--- src/rtl/aer_tx_arbiter.sv ---
// Round-robin arbiter sharing one outgoing AER bus between N_REQ local sources.
// Encodes the granted index on aer_addr, runs the 4-phase req/ack with the receiver, then frees the source.
module aer_tx_arbiter #(
    parameter int N_REQ       = 8,
    parameter int ADDR_W      = 3,
    parameter int SETUP_CYC   = 2,
    parameter int SYNC_STAGES = 2,
    parameter int TIMEOUT_CYC = 255
) (
    input  logic              clk,
    input  logic              rst_n,
    input  logic [N_REQ-1:0]  src_req,
    output logic [N_REQ-1:0]  src_ack,
    output logic [ADDR_W-1:0] aer_addr,
    output logic              aer_req,
    input  logic              aer_ack,
    output logic              busy,
    output logic              timeout_err,
    output logic [15:0]       event_cnt,
    output logic [1:0]        fsm_state
);

    localparam int SC_W = (SETUP_CYC > 1) ? $clog2(SETUP_CYC + 1) : 1;
    localparam int TO_W = (TIMEOUT_CYC > 1) ? $clog2(TIMEOUT_CYC + 1) : 1;

    typedef enum logic [1:0] {
        IDLE     = 2'd0,
        SETUP    = 2'd1,
        WAIT_ACK = 2'd2,
        WAIT_REL = 2'd3
    } state_t;

    state_t             state, state_nxt;
    logic [ADDR_W-1:0]  addr_nxt, last_grant, last_nxt, pick;
    logic [SC_W-1:0]    setup_cnt, setup_nxt;
    logic [TO_W-1:0]    wait_cnt, wait_nxt;
    logic [N_REQ-1:0]   ack_nxt, grant_onehot;
    logic               req_nxt, terr_nxt, busy_nxt;
    logic [15:0]        cnt_nxt;
    logic [SYNC_STAGES-1:0] ack_sync;
    logic               ack_s;

    assign ack_s        = ack_sync[SYNC_STAGES-1];
    assign grant_onehot = N_REQ'(1) << aer_addr;
    assign fsm_state    = state;

    // Rotating priority: the search starts one past the previous grant and wraps.
    always_comb begin
        int idx;
        logic found;
        idx   = 0;
        found = 1'b0;
        pick  = '0;
        for (int i = 0; i < N_REQ; i++) begin
            idx = int'(last_grant) + 1 + i;
            if (idx >= N_REQ) idx = idx - N_REQ;
            if (!found && src_req[idx[ADDR_W-1:0]]) begin
                pick  = idx[ADDR_W-1:0];
                found = 1'b1;
            end
        end
    end

    // Bus handshake is 4-phase: aer_addr settles, aer_req rises, receiver raises aer_ack,
    // aer_req falls, receiver drops aer_ack; the source sees the same pattern on src_req/src_ack.
    always_comb begin
        state_nxt = state;
        addr_nxt  = aer_addr;
        last_nxt  = last_grant;
        setup_nxt = setup_cnt;
        wait_nxt  = wait_cnt;
        ack_nxt   = src_ack;
        req_nxt   = aer_req;
        terr_nxt  = 1'b0;
        cnt_nxt   = event_cnt;
        case (state)
            IDLE: begin
                if (|src_req) begin
                    addr_nxt  = pick;
                    setup_nxt = '0;
                    state_nxt = SETUP;
                end
            end
            SETUP: begin
                if (setup_cnt == SC_W'(SETUP_CYC)) begin
                    req_nxt   = 1'b1;
                    wait_nxt  = '0;
                    state_nxt = WAIT_ACK;
                end else begin
                    setup_nxt = setup_cnt + 1'b1;
                end
            end
            WAIT_ACK: begin
                if (ack_s) begin
                    req_nxt   = 1'b0;
                    ack_nxt   = grant_onehot;
                    cnt_nxt   = event_cnt + 16'd1;
                    state_nxt = WAIT_REL;
                end else if (wait_cnt == TO_W'(TIMEOUT_CYC - 1)) begin
                    // Receiver never answered: drop the event but still free the source.
                    req_nxt   = 1'b0;
                    terr_nxt  = 1'b1;
                    ack_nxt   = grant_onehot;
                    state_nxt = WAIT_REL;
                end else begin
                    wait_nxt = wait_cnt + 1'b1;
                end
            end
            WAIT_REL: begin
                if (!ack_s && !src_req[aer_addr]) begin
                    ack_nxt   = '0;
                    last_nxt  = aer_addr;
                    state_nxt = IDLE;
                end
            end
            default: state_nxt = IDLE;
        endcase
        busy_nxt = (state_nxt != IDLE);
    end

    always_ff @(posedge clk or negedge rst_n) begin
        if (!rst_n) begin
            state       <= IDLE;
            aer_addr    <= '0;
            last_grant  <= ADDR_W'(N_REQ - 1);
            setup_cnt   <= '0;
            wait_cnt    <= '0;
            src_ack     <= '0;
            aer_req     <= 1'b0;
            timeout_err <= 1'b0;
            busy        <= 1'b0;
            event_cnt   <= '0;
            ack_sync    <= '0;
        end else begin
            state       <= state_nxt;
            aer_addr    <= addr_nxt;
            last_grant  <= last_nxt;
            setup_cnt   <= setup_nxt;
            wait_cnt    <= wait_nxt;
            src_ack     <= ack_nxt;
            aer_req     <= req_nxt;
            timeout_err <= terr_nxt;
            busy        <= busy_nxt;
            event_cnt   <= cnt_nxt;
            ack_sync    <= {ack_sync[SYNC_STAGES-2:0], aer_ack};
        end
    end

endmodule

--- config.mk ---
export PLATFORM = sky130hd
export DESIGN_NAME = aer_tx_arbiter
export DESIGN_NICKNAME = d
export VERILOG_FILES = /design/src/rtl/aer_tx_arbiter.sv
export SDC_FILE = /design/constraint.sdc
export NUM_CORES = 1
export LEC_CHECK = 0
export CAP_MARGIN = 15
export CELL_PAD_IN_SITES_DETAIL_PLACEMENT = 1
export CELL_PAD_IN_SITES_GLOBAL_PLACEMENT = 2
export CORE_UTILIZATION = 35
export CTS_BUF_LIST = sky130_fd_sc_hd__clkbuf_8
export CTS_CLUSTER_SIZE = 40
export DETAILED_ROUTE_END_ITERATION = 16
export PLACE_DENSITY_LB_ADDON = 0.1
export SKIP_CTS_REPAIR_TIMING = 1
export SKIP_LAST_GASP = 1
export SYNTH_ARGS = -nofsm -noshare
export SYNTH_HDL_FRONTEND = slang
export SYNTH_SLANG_ARGS = --single-unit
--- constraint.sdc ---
create_clock -name clk -period 10.85 [get_ports clk]
set_clock_uncertainty 0.1 [all_clocks]
set_input_delay 2.17 -clock clk [delete_from_list [all_inputs] [get_ports clk]]
set_output_delay 2.17 -clock clk [all_outputs]
set_load 0.05 [all_outputs]
Word-level counts from Yosys, hierarchy flattened
Index checks and enable logic that the tools add are counted.

word-level totals
  input bits = 11
  word-level logic and storage cells = 155
  output and inout bits = 32
  register bits = 47

cells by class
  $add $sub $neg = 19
  magnitude comparators = 17
  shift operators = 1
  eq/ne operators = 12
  muxes and demuxes = 65
  reduce and logical (&&, ||, !) cells = 30

operators with widths
  kind                     count
  $mux W3                  16
  $mux W8                  6
  $lt A3 B4 Y1 const B     9
  $ge A5 B4 Y1 const B     7
  $pmux W8 S2              2
  $bmux W1 S3              9
  $sub A3 B1 Y3 const B    8
  $mux W1                  22
  $add A4 B3 Y5 const B    4
  $add A16 B1 Y16 const B  1
  $mux W2                  7
  $ne A2 B2 Y1 const B     6
  $add A4 B2 Y5 const B    2
  $logic_not A1 Y1         9
  $reduce_and A3 Y1        3
  $add A8 B1 Y8 const B    1
  $eq A8 B8 Y1 const B     1
  $logic_and A1 B1 Y1      8
  $pmux W2 S4              1
  $reduce_bool A2 Y1       4
  $reduce_or A8 Y1         1
  $shl A1 B3 Y8 const A    1
  $eq A2 B2 Y1 const B     3
  $reduce_and A2 Y1        3
  other kinds (10)         10

Logic depth before layout (Yosys ltp)
  word-level depth = 27
  depth in mapped cells = 13
  depth with buffers taken out = 9

Least setup slack after synthesis
OpenSTA, ideal clock, no wires.

  path type = input -> register
  start point = input port src_req[2]
  end point = register aer_addr[1]
  data required time = 10.658 ns
  arrival time = 3.997 ns
  cell stages on the path = 7
  buffers on the path = 1
  setup time = 0.092 ns
  slack = 6.661 ns
  cells stage by stage = mux4_1 or4_1 a41oi_2 and3_1 buf_6 a311oi_1 o31ai_2

between the ends
  word-level cells in the longest chain between the ends = 24
  elaborated cells between the ends (all ways) = 47
  those cells by class = mux: 31; reduce/logical: 16

ends and longest elaborated chain
  element                        line  text
  start, declared                12    input logic [N_REQ-1:0] src_req,
  $bmux W1 S3                    57    if (!found && src_req[idx[ADDR_W-1:0]]) begin
  $mux W1 (not written as such)  57
  $mux W1                        57
  $logic_not A1 Y1               57
  $logic_and A1 B1 Y1            57
  $mux W1                        57
  $logic_not A1 Y1               57
  $logic_and A1 B1 Y1            57
  [... 8 more ...]               n/a
  $logic_and A1 B1 Y1            57
  $mux W1                        57
  $logic_not A1 Y1               57
  $logic_and A1 B1 Y1            57
  $mux W1                        57
  $logic_not A1 Y1               57
  $logic_and A1 B1 Y1            57
  $mux W3                        57
  end signal, assigned           136   aer_addr <= addr_nxt;
  end, declared                  14    output logic [ADDR_W-1:0] aer_addr,

Several ways; a longest one is shown, not always the timed one. The select of a mux whose other input is x is not followed.
A chain may end at the register's enable or synchronous reset.

Worst setup path in the final report
Same ends and word-level chain as after synthesis.

==> flow_summary.toml <==
[cts]
cts-root-buf = "clkbuf_8"
tritoncts = "built"
path_clk_slew_ns = 0.09
clk_path_buf_depth = 2
clock-sinks = 47
insertion_delay_ns = 0.30
cts_htree_levels = 2
cts_inserted_buffers = 5

[drt]
drtIter0Drc = 84
drt-total-wl_mm = 7.69
dr_total_vias = 2503
dr_wl_met2_mm = 3.61
wl_met1_mm = 3.80
routed-wl-met3_um = 190
antenna_left = 0
drc = 0
drt_first_pass_iters = 4
routedWlPerCell_um = 17.1
viasPerCell = 5.56
top_layer = "met4"

[timing]
hold_violations = 0
finalMaxSlewViolations = 0
slew_headroom = 0.302
final.min_clock_period_ns = 4.69
tns_ns = 0
setup-violations-final = 0
rsz0062_at_grt = "false"
fin_crit_sh = 0.432
worst_pin_slew_ns = 1.04
final.setup.worst_slack_ns = 6.16
fmax_mhz = 213

[logic_synthesis]
ys_seq_area_frac = 0.387
ys_warn_count = 0
synth_area_um2 = 3050
yosys-top-cells-area = "dfrtp_1, mux2i_1, mux4_2, nand2_1, xor2_1"
synthFlopType = "dfrtp_1"
synth-edff-count = 0
synth_top_area_share = 0.361
syn_nets = 325
synth_largest_area_cell = "dfrtp_1"
synth_cell_types = 56
ys_seq_elements = 47
synth-async-reset-ratio = 1.00
synthCells = 308
synth.avg_cell_area_um2 = 9.89

[worst_setup_path]
rr_endpoint = "aer_addr[1]"
critPathRequiredTime_ns = 10.96
critPathMaxFanout = 8
arrival_ns = 4.80
rr_worst_depth = 8
cp-start-kind = "primary input"
critPathCaptureType = "register"
rr_startpoint = "last_grant[0]"
startpoint = "src_req[2]"
r2r_slack_ns = 6.40
critPathKind = "in -> reg"

[floorplan]
rows = 33
core_region_area_um2 = 8340
die_area_um2 = 9080
dieHeight_um = 95.3
io_pins = 43
dieWidth_um = 95.3
start_util = 0.365

[place]
dp_slack_ns = 5.87
numPortBuffers = 42
dpl_cell_area_um2 = 3530
hpwl_mm = 5.72
dp_cells = 442
routabilityCongestion = 0.805

[cells_and_area]
fin_cells = 450
fin_util = 0.436
drive_above_1_share = 0.0957
syn2layout_area_growth_pct = 19.5
final_cell_area_um2 = 3640
nNetsFinal = 362
antenna_cells = 0

[worst_hold_path]
hp-class = "reg -> reg"
holdPathEnd = "ack_sync[1]"
hp-start = "ack_sync[0]"
min_path_cells = 0

[power_and_ir_drop]
powerDensity_nw_per_um2 = 302
leakage_nw = 1.53
irDropWorstVdd_mv = 0.176

[job]
cap_viol_max_count = 0

[grt]
grt_pass1_vias = 2482
overflow = 0
grt_util_all_layers = 0.182
grt_max_degree = 48
grt_first_pass_wirelength_mm = 12.7
grt_antenna_before_repair = 0

[run_status]
status = "finished clean"
[worst max-delay path, cell delays in order]
cell	delay, ns
clkdlybuf4s50_1	0.54
mux4_1	0.65
or4_1	0.51
a41oi_2	0.25
and3_1	0.33
a311oi_1	0.15
o31ai_2	0.21
[logic make-up (layout without fill, tap and decap cells)]
kind of cell	count (synthesis)	in the layout	share of synthesized area
AOI/OAI and AO/OA	59	59	0.134
muxes	38	38	0.172
and+or+nand+nor	110	110	0.176
buffers and inverters	26	63	0.0382
xor gates and xnor gates	22	22	0.0678
DFF	47	47	0.387
adders and majority gates	6	6	0.0246
[cell type report]
class / count / area (um2)
Inverter: 12 / 45.0
Clock inverter: 2 / 13.8
Multi-Input combinational cell: 235 / 1750
Clock buffer: 5 / 68.8
Tap cell: 105 / 131
Timing Repair Buffer: 44 / 450
Sequential cell: 47 / 1180
Fill cell: 960 / 4700
[synth_stat cells (3+ instances only)]
cell	instances
and3_1	5
inv_1	11
nor2_1	25
dfstp_2	3
a21oi_1	15
ha_1	6
o21ai_0	11
mux4_2	7
o31ai_1	6
mux2i_1	21
or3_1	4
nand3_1	12
clkbuf_1	9
or4_1	3
xnor2_1	10
nor2b_1	3
mux4_1	3
nor3_1	3
nand4_1	6
nand2b_1	3
xor2_1	11
buf_2	3
o21a_1	3
a211oi_1	3
nand2_1	35
dfrtp_1	44
nor4_1	3
mux2_2	7
[report_power, final]
part / internal (mW) / total (mW) / switching [mW]
logic: 0.274 / 0.697 / 0.423
clock network: 0.0442 / 0.104 / 0.0595
registers: 0.224 / 0.298 / 0.0738
[cells in the final DEF (no fill, tap or decap), types with 2 or more instances in the layout]
master,instances
a211oi_1,3
a21oi_1,15
a31oi_1,2
a32oi_1,2
and3_1,5
clkbuf_8,5
clkdlybuf4s50_1,41
dfrtp_1,44
dfstp_2,3
ha_1,6
inv_1,11
mux2_2,7
mux2i_1,21
mux4_1,3
mux4_2,7
nand2_1,35
nand2b_1,3
nand3_1,12
nand4_1,6
nor2_1,25
nor2b_1,3
nor3_1,3
nor4_1,3
o21a_1,3
o21ai_0,11
o31ai_1,6
o41ai_1,2
or2_2,2
or3_1,4
or4_1,3
xnor2_1,10
xor2_1,11
[registers in the layout (all words and copies together) (netlist names)]
signal and cells:
setup_cnt 2, fsm_state 2, ack_sync 2, busy 1
timeout_err 1, wait_cnt 8, aer_req 1, aer_addr 3
last_grant 3, event_cnt 16, src_ack 8
[routing by layer]
| layer | vias to the layer above | track usage |
|---|---|---|
| met5 | - | 0 |
| met4 | 0 | 0.0442 |
| met3 | 6 | 0.0271 |
| met2 | 43 | 0.298 |
| met1 | 1241 | 0.251 |
| li1 | 1213 | - |
[through the flow]
stage / total power, mW / hold WS (ns)
floorplan: 0.810 / 0.231
global route: 1.18 / 0.286
global placement: 0.995 / 0.245
finish: 1.10 / 0.272
CTS: 1.10 / 0.279
detailed placement: 0.996 / 0.250
[worst max path at each step]
stage | to | slack, ns
detailed placement | aer_addr[1] | 5.87
finish | aer_addr[1] | 6.16
CTS | aer_addr[1] | 6.18
global route | aer_addr[0] | 6.02
global placement | aer_addr[1] | 5.93
floorplan | aer_addr[1] | 6.66
No activity file was read; power rests on OpenSTA's default activity.
